## src/rtl/link_pkg.sv

```systemverilog
// Shared SC register layout, default divider reloads and readback fill for the CGB serial link.
package link_pkg;

  localparam int SC_START = 7;
  localparam int SC_FAST  = 1;
  localparam int SC_INT   = 0;

  localparam int DIV_SLOW = 511;
  localparam int DIV_FAST = 15;

  localparam logic [4:0] SC_FILL = 5'b11111;

  // Tick count at which the internal clock drops low within a bit period.
  function automatic int div_half(input int reload);
    return (reload + 1) / 2;
  endfunction

endpackage

```

## src/rtl/link_sync.sv

```systemverilog
// Synchronises the partner's serial clock and flags its edges as one-clk pulses.
// Latency SYNC_STAGES+1 clk from pin to pulse; no backpressure, edges are never held.
module link_sync #(
  parameter int SYNC_STAGES = 2
) (
  input  logic clk_i,
  input  logic rst_i,
  input  logic async_i,
  output logic rise_o,
  output logic fall_o
);

  logic [SYNC_STAGES-1:0] sync_q;
  logic                   hist_q;

  // Idle-high reset keeps a released cable from looking like a falling edge.
  always_ff @(posedge clk_i or posedge rst_i) begin
    if (rst_i) begin
      sync_q <= '1;
      hist_q <= 1'b1;
    end else begin
      sync_q <= {sync_q[SYNC_STAGES-2:0], async_i};
      hist_q <= sync_q[SYNC_STAGES-1];
    end
  end

  assign rise_o = sync_q[SYNC_STAGES-1] & ~hist_q;
  assign fall_o = ~sync_q[SYNC_STAGES-1] & hist_q;

endmodule

```

## src/rtl/link_cgb.sv

```systemverilog
// CGB serial link port: SB shift register, SC control, internal/fast/external clocking, irq.
// Register writes take effect on the next clk; the cable has no flow control, so bits are never stalled.
module link_cgb
  import link_pkg::*;
#(
  parameter int DATA_W       = 8,
  parameter int CLK_DIV_SLOW = DIV_SLOW,
  parameter int CLK_DIV_FAST = DIV_FAST,
  parameter int SYNC_STAGES  = 2
) (
  input  logic              clk,
  input  logic              rst,
  input  logic              sel_sc,
  input  logic              sel_sb,
  input  logic              cpu_wr_n,
  input  logic [7:0]        cpu_di,
  input  logic              cgb_mode,
  input  logic              double_speed,
  input  logic              serial_clk_in,
  input  logic              serial_data_in,
  output logic              serial_clk_out,
  output logic              serial_data_out,
  output logic [DATA_W-1:0] sb,
  output logic [7:0]        sc_dout,
  output logic              serial_irq,
  output logic              busy
);

  localparam int DIV_MAX = (CLK_DIV_SLOW > CLK_DIV_FAST) ? CLK_DIV_SLOW : CLK_DIV_FAST;
  localparam int DIV_W   = $clog2(DIV_MAX + 1);
  localparam int CNT_W   = $clog2(DATA_W + 1);
  localparam int WR_W    = (DATA_W < 8) ? DATA_W : 8;

  localparam logic [DIV_W-1:0] RLD_SLOW  = DIV_W'(CLK_DIV_SLOW);
  localparam logic [DIV_W-1:0] RLD_FAST  = DIV_W'(CLK_DIV_FAST);
  localparam logic [DIV_W-1:0] HALF_SLOW = DIV_W'(div_half(CLK_DIV_SLOW));
  localparam logic [DIV_W-1:0] HALF_FAST = DIV_W'(div_half(CLK_DIV_FAST));
  localparam logic [CNT_W-1:0] CNT_RLD   = CNT_W'(DATA_W);

  logic              toggle_q, toggle_d;
  logic              sc_start_q, sc_start_d;
  logic              sc_int_q, sc_int_d;
  logic              sc_fast_q, sc_fast_d;
  logic [DIV_W-1:0]  div_q, div_d;
  logic [DIV_W-1:0]  div_sel_q, div_sel_d;
  logic [DIV_W-1:0]  half_q, half_d;
  logic [CNT_W-1:0]  cnt_q, cnt_d;
  logic [DATA_W-1:0] sb_q, sb_d;
  logic              clk_out_q, clk_out_d;
  logic              data_out_q, data_out_d;
  logic              irq_q, irq_d;

  logic              sc_wr, sb_wr, tick, ext_rise, ext_fall;
  logic [DATA_W-1:0] sb_wr_val, sb_shift;

  link_sync #(
    .SYNC_STAGES(SYNC_STAGES)
  ) u_sync (
    .clk_i  (clk),
    .rst_i  (rst),
    .async_i(serial_clk_in),
    .rise_o (ext_rise),
    .fall_o (ext_fall)
  );

  assign sc_wr    = sel_sc & ~cpu_wr_n;
  assign sb_wr    = sel_sb & ~cpu_wr_n;
  assign tick     = double_speed | toggle_q;
  assign sb_shift = {sb_q[DATA_W-2:0], serial_data_in};

  always_comb begin
    sb_wr_val             = '0;
    sb_wr_val[WR_W-1:0]   = cpu_di[WR_W-1:0];
  end

  always_comb begin
    toggle_d   = ~toggle_q;
    sc_start_d = sc_start_q;
    sc_int_d   = sc_int_q;
    sc_fast_d  = sc_fast_q;
    div_d      = div_q;
    div_sel_d  = div_sel_q;
    half_d     = half_q;
    cnt_d      = cnt_q;
    sb_d       = sb_q;
    clk_out_d  = clk_out_q;
    data_out_d = data_out_q;
    irq_d      = 1'b0;

    if (sc_wr) begin
      // Any SC write parks the clock high; a start bit also restarts the bit timing.
      sc_start_d = cpu_di[SC_START];
      sc_int_d   = cpu_di[SC_INT];
      sc_fast_d  = cpu_di[SC_FAST] & cgb_mode;
      clk_out_d  = 1'b1;
      cnt_d      = CNT_RLD;
      if (cpu_di[SC_START]) begin
        div_sel_d = sc_fast_d ? RLD_FAST : RLD_SLOW;
        half_d    = sc_fast_d ? HALF_FAST : HALF_SLOW;
        div_d     = div_sel_d;
      end
    end else if (sb_wr) begin
      sb_d = sb_wr_val;
    end else if (sc_start_q) begin
      if (cnt_q == '0) begin
        irq_d      = 1'b1;
        sc_start_d = 1'b0;
        cnt_d      = CNT_RLD;
      end else if (sc_int_q) begin
        if (tick) begin
          if (div_q == '0) begin
            clk_out_d = 1'b1;
            sb_d      = sb_shift;
            cnt_d     = cnt_q - CNT_W'(1);
            div_d     = div_sel_q;
          end else begin
            div_d = div_q - DIV_W'(1);
            if (div_q == half_q) begin
              clk_out_d  = 1'b0;
              data_out_d = sb_q[DATA_W-1];
            end
          end
        end
      end else begin
        if (ext_fall) data_out_d = sb_q[DATA_W-1];
        if (ext_rise) begin
          sb_d  = sb_shift;
          cnt_d = cnt_q - CNT_W'(1);
        end
      end
    end
  end

  always_ff @(posedge clk or posedge rst) begin
    if (rst) begin
      toggle_q   <= 1'b0;
      sc_start_q <= 1'b0;
      sc_int_q   <= 1'b0;
      sc_fast_q  <= 1'b0;
      div_q      <= '0;
      div_sel_q  <= RLD_SLOW;
      half_q     <= HALF_SLOW;
      cnt_q      <= CNT_RLD;
      sb_q       <= '0;
      clk_out_q  <= 1'b1;
      data_out_q <= 1'b1;
      irq_q      <= 1'b0;
    end else begin
      toggle_q   <= toggle_d;
      sc_start_q <= sc_start_d;
      sc_int_q   <= sc_int_d;
      sc_fast_q  <= sc_fast_d;
      div_q      <= div_d;
      div_sel_q  <= div_sel_d;
      half_q     <= half_d;
      cnt_q      <= cnt_d;
      sb_q       <= sb_d;
      clk_out_q  <= clk_out_d;
      data_out_q <= data_out_d;
      irq_q      <= irq_d;
    end
  end

  assign serial_clk_out  = clk_out_q;
  assign serial_data_out = data_out_q;
  assign sb              = sb_q;
  assign serial_irq      = irq_q;
  assign busy            = sc_start_q;
  assign sc_dout         = {sc_start_q, SC_FILL, cgb_mode ? sc_fast_q : 1'b1, sc_int_q};

endmodule

```

## config.mk

```make
export PLATFORM = sky130hd
export DESIGN_NAME = link_cgb
export DESIGN_NICKNAME = d
export VERILOG_FILES = /design/src/rtl/link_pkg.sv /design/src/rtl/link_sync.sv /design/src/rtl/link_cgb.sv
export SDC_FILE = /design/constraint.sdc
export NUM_CORES = 1
export LEC_CHECK = 0
export BUFFER_PORTS_ARGS = -buffer_cell sky130_fd_sc_hd__clkbuf_2
export CAP_MARGIN = 0
export CORE_AREA = 2 2 59 67
export CTS_BUF_LIST = sky130_fd_sc_hd__clkbuf_8
export DETAILED_ROUTE_END_ITERATION = 10
export DIE_AREA = 0 0 61 69
export PLACE_DENSITY_LB_ADDON = 0.2
export SLEW_MARGIN = 20
export SYNTH_ARGS = -nofsm -noshare
export SYNTH_HDL_FRONTEND = slang
export SYNTH_SLANG_ARGS = --single-unit
```

## constraint.sdc

```tcl
create_clock -name clk -period 2.7 [get_ports clk]
set_input_delay 0 -clock clk [delete_from_list [all_inputs] [get_ports clk]]
set_output_delay 0 -clock clk [all_outputs]
set_load 0.05 [all_outputs]
```

After elaboration in Yosys (flattened, before gate mapping)
Cells that the tools add are included.
Operators by class
  add/subtract/negate cells: 2
  eq/ne operators: 12
  multiplexer cells: 47
  bitwise operators: 13
  reduce and logical (&&, ||, !) cells: 16
Operators by type and width (count)
  two-way mux 9 bit: 10
  two-way mux 8 bit: 7
  two-way mux 4 bit: 8
  two-way mux 1 bit: 22
  AND reduction 6 bit: 3
  inequality test 2 bit, second input constant: 5
  nonzero test 2 bit: 5
  == test 9 bit: 1
  zero test 9 bit: 1
  subtractor 9 x 1 -> 9 bit, second input constant: 1
  inequality test 4 x 1 -> 1 bit, second input constant: 2
  AND reduction 8 bit: 1
  NOT 1 bit: 7
  inequality test 3 x 1 -> 1 bit, second input constant: 2
  nonzero test 3 bit: 2
  bitwise AND 1 bit: 5
  AND reduction 5 bit: 1
  zero test 4 bit: 1
  inequality test 2 x 1 -> 1 bit, second input constant: 2
  nonzero test 4 bit: 1
  subtractor 4 x 1 -> 4 bit, second input constant: 1
  AND reduction 2 bit: 1
  OR 1 bit: 1
Word-level totals
  bits in registers: 49
  logic and storage cells: 104

Longest topological paths before layout
  depth after elaboration: 9
  gate-level depth with buffers: 9

Modules after synthesis
From an unflattened synthesis, not the netlist that was laid out.
Unflattened totals
  cell total of the unflattened synthesis: 196
  area, all modules: 1803.0 um^2
Modules (own cells, without submodules)
  link_cgb: times used 1, cells an instance 190, area an instance 1705.4 um^2, sequential area each 755.7 um^2
  link_sync: times used 1, cells an instance 6, area an instance 97.6 um^2, sequential area each 78.8 um^2

Least setup slack after synthesis
No wires, ideal clock.
  path kind: reg2reg
  start: register cnt_q[0]
  end: register div_q[5]
  library setup time: 121 ps
  arrival: 1736 ps
  slack: 843 ps
  stages on the path, launching flop included: 8
  buffers on the path: 1
  period minus slack after synthesis: 1857 ps
  path through: dfrtp_1 inv_1 ha_1 or3b_1 clkbuf_1 and2_1 a22o_1 a22o_1
Between the ends
  longest elaborated chain between the ends: 3
Ends and longest elaborated chain
  start, declared: line link_cgb.sv:47  | logic [CNT_W-1:0] cnt_q, cnt_d;
  start signal, assigned: line link_cgb.sv:156  | cnt_q <= cnt_d;
  zero test 4 bit: line link_cgb.sv:105  | if (cnt_q == '0) begin
  inequality test 2 bit (no line)
  AND reduction 6 bit (no line)
  end signal, assigned: line link_cgb.sv:153  | div_q <= div_d;
  end, declared: line link_cgb.sv:44  | logic [DIV_W-1:0] div_q, div_d;
No other way between the ends.
A chain may end at the register's enable or synchronous reset.

Worst setup path in the final report
  start: register div_q[0]
  end: register div_q[5]
Between the ends
  longest elaborated chain between the ends: 8
  elaborated cells on any way between the ends: 9
Ends and longest elaborated chain
  subtractor 9 x 1 -> 9 bit or zero test 9 bit (tied branches): line link_cgb.sv:117, link_cgb.sv:111
  two-way mux 9 bit *: line link_cgb.sv:111  | if (div_q == '0) begin
  two-way mux 9 bit *: line link_cgb.sv:110  | if (tick) begin
  two-way mux 9 bit *: line link_cgb.sv:109  | end else if (sc_int_q) begin
  two-way mux 9 bit *: line link_cgb.sv:105
  two-way mux 9 bit *: line link_cgb.sv:104  | end else if (sc_start_q) begin
  two-way mux 9 bit *: line link_cgb.sv:102  | end else if (sb_wr) begin
  two-way mux 9 bit *: line link_cgb.sv:90  | if (sc_wr) begin
Mark *: on every way between the ends. The rest lies on a longest branch, timed or not. The select of a mux whose other input is x is not followed.

==> out/metrics.cfg <==
[global_routing]
grt_max_degree=21
grtUsageTotal=0.215
antenna_found_initial=0
overflow=0
grt_pass1_vias=1508
grt_pass1_wl_um=6890

[sta]
drv_slew=0
fmax_mhz=478
tns_ps=0
fin_crit_sh=0.775
max_slew_margin=0.503
finalSetupViolCount=0
clock_skew_ps=4.41
worst_pin_slew_ps=745
period_needed_ps=2090
hold_violations=0
setup_slack_ps=607
whs_ps=23.2
grt_setup_unrepaired=false

[routing]
drt-total-wl_um=4030
drc=0
vias=1487
viasPerCell=5.57
wl_per_cell_um=15.1
final_antenna_net_count=0
drt_iter0_markers=73
drt_pass1_iterations=4

[logic_synthesis]
synth-seq-cells=33
synth_area_um2=1880
synth.top_cell.area_share=0.347
synth_edf_count=0
synth_top_cell_by_area=dfrtp_1
synth_top_flop_cell=dfrtp_1
yosys-top-cells-area=dfrtp_1 (35%), dfstp_2 (9.8%), o221a_1 (4.2%), o21ai_1 (3.5%), buf_4 (2.8%)
avgSynthCellArea_um2=10.2
synth_cell_types=55
synthArstFlopShare=1.00
synth_seq_area_share=0.445
syn-instance-count=184
synth_warnings=0

[die]
die_w_um=61
rows=23
io-pin-count=37
fp.dieArea_um2=4210
dieHeight_um=69
design.core.area_um2=3540
initial_core_util=0.530

[clocking]
post_cts_resized=0
cts_setup_buffers=0
cts_buffer_depth=2
tritoncts=yes
insertion_delay_ps=290
hold_buffers=4
htreeDepth=2
clock_sinks=33
cts_buffers=5
cts-root-buf=clkbuf_8
clk_pin_slew_worst_paths_ps=60

[final_layout]
drive_above_1_share=0.295
diodes=0
fin_area_um2=2140
fin_nets=237
syn2layout_area_growth_pct=14.1

[worst_hold_path]
min_path_type=input port to register
hp-start=cpu_di[7]
whs_path_depth=3
min_to=div_sel_q[7]

[pwr]
swShare=0.429
ir_drop_v=0.000479
pwr-share-comb=0.359
seqPwrFrac=0.449
power_leakage_uw=0.000928
power_frac_clock=0.192
finalPower_uw=1830
powerDensity_nw_per_um2=852
p_int_uw=1040
power.switching_uw=783

[setup_path]
crit_path_cell_trace=inv_1, ha_1, or4b_4, o21ai_4, o41ai_1, a22o_1
ff2ff_setup_slack_ps=610
critical_path_arrival_ps=2270
crit_required_ps=2870
cp_slowest_cell=or4b_4
crit_type=register to register
cpLargestDelayFamily=compound AO/OA/AOI/OAI gates
cp_num_buf_inv=1
cp-end-kind=register
cp-start-kind=register
max_stage_delay_ps=510
path_max_fanout=13
rr_endpoint=div_q[5]
reg2regPathDepth=6
r2r-start=div_q[0]

[place]
pre_cts_ws_ps=632
dpl.hpwl_um=2970
port_buffers=31
placed_cell_area_um2=2020
place_congestion=0.762

[flow_run]
drv_cap=0

[status]
status=finished clean

## tightest hold or removal path: stages
cell	delay, ps
clkbuf_2	120
a21oi_1	130
nor2_1	50
## state kept, by name (all words and copies together), names as in the netlist, 2 cells and up
name,count
sb,8
div_q,9
u_sync.sync_q,2
cnt_q,4
## logic make-up (layout without fill, tap and decap cells)
| group | count (synthesis) | after routing | synth area share |
|---|---|---|---|
| buffers and inverters | 28 | 57 | 0.0820 |
| adder cells (fa/ha/maj) | 4 | 4 | 0.0267 |
| other | 1 | 5 | 0.00200 |
| multiplexers | 1 | 1 | 0.00800 |
| flip-flops | 33 | 33 | 0.445 |
| XOR/XNOR | 2 | 2 | 0.00934 |
| AND/OR/NAND/NOR | 60 | 60 | 0.198 |
| AO/OA/AOI/OAI | 55 | 55 | 0.229 |
## synthesized netlist by cell type, drive strengths merged, types with 2 or more instances
cell type and instances:
dfrtp 26, o21ai 18, buf 15, nand2 14
inv 11, nor2 8, o221a 8, or3 8
a21oi 7, dfstp 7, nor4 5, ha 4
nand2b 4, nor3 4, a22o 3, a21boi 2
a21o 2, a31oi 2, and3 2, clkbuf 2
nand3 2, nor2b 2, nor3b 2, nor4b 2
o31ai 2, or4 2, xor2 2
## final cells by class
type / instances / area [um2]
clock buffer: 5 / 68.8
multi-input combinational: 127 / 903
tap: 50 / 62.6
clock inverter: 3 / 13.8
timing repair buffer: 38 / 218
inverter: 11 / 41.3
sequential: 33 / 835
fill: 307 / 1400
## cells in the final DEF, fill, tap and decap left out, drive strengths merged, types with 2 or more instances in the layout
cell         count
nor4b            2
a21boi           2
a21oi            7
nor2             8
clkinv           2
o21ai           18
or4              2
nor3             4
ha               4
a21o             2
nand2           14
buf              3
inv             12
o221a            8
nand2b           4
dlygate4sd3      4
clkbuf          36
dfrtp           26
nor4             5
and3             2
a31oi            2
a22o             3
o31ai            2
conb             5
nand3            2
xor2             2
nor2b            2
nor3b            2
dfstp            7
or3              8
## per-stage QoR
stage           util  instances
6_report       0.605        267
5_1_grt        0.605        267
2_1_floorplan      -        188
3_5_place_dp   0.571        255
4_1_cts        0.605        267
3_3_place_gp   0.571        255
## worst max-delay path by stage
stage | start | slack, ps | end | cells past startpoint
after floorplan | cnt_q[0] | 840 | div_q[5] | 7
after global placement | div_q[0] | 750 | div_q[5] | 6
after detailed placement | div_q[0] | 630 | div_q[5] | 6
after CTS | div_q[0] | 610 | div_q[5] | 6
after global routing | div_q[1] | 510 | div_q[5] | 6
final | div_q[0] | 610 | div_q[5] | 6
## power by group through the flow
stage / Combinational [uW] / Sequential (uW) / Clock [uW]
2_1_floorplan: 443 / 904 / 0
3_3_place_gp: 635 / 812 / 0
3_5_place_dp: 653 / 822 / 0
4_1_cts: 660 / 814 / 363
5_1_grt: 713 / 841 / 396
6_report: 655 / 820 / 350
## per-layer routing
layer	up-vias	global-route usage	share of wire
met5	-	0	0
met4	0	0.0821	0.012
met3	6	0.0619	0.052
met2	42	0.326	0.48
met1	713	0.286	0.45
li1	726	-	-
Note: power is estimated with default switching activity, not from simulation.
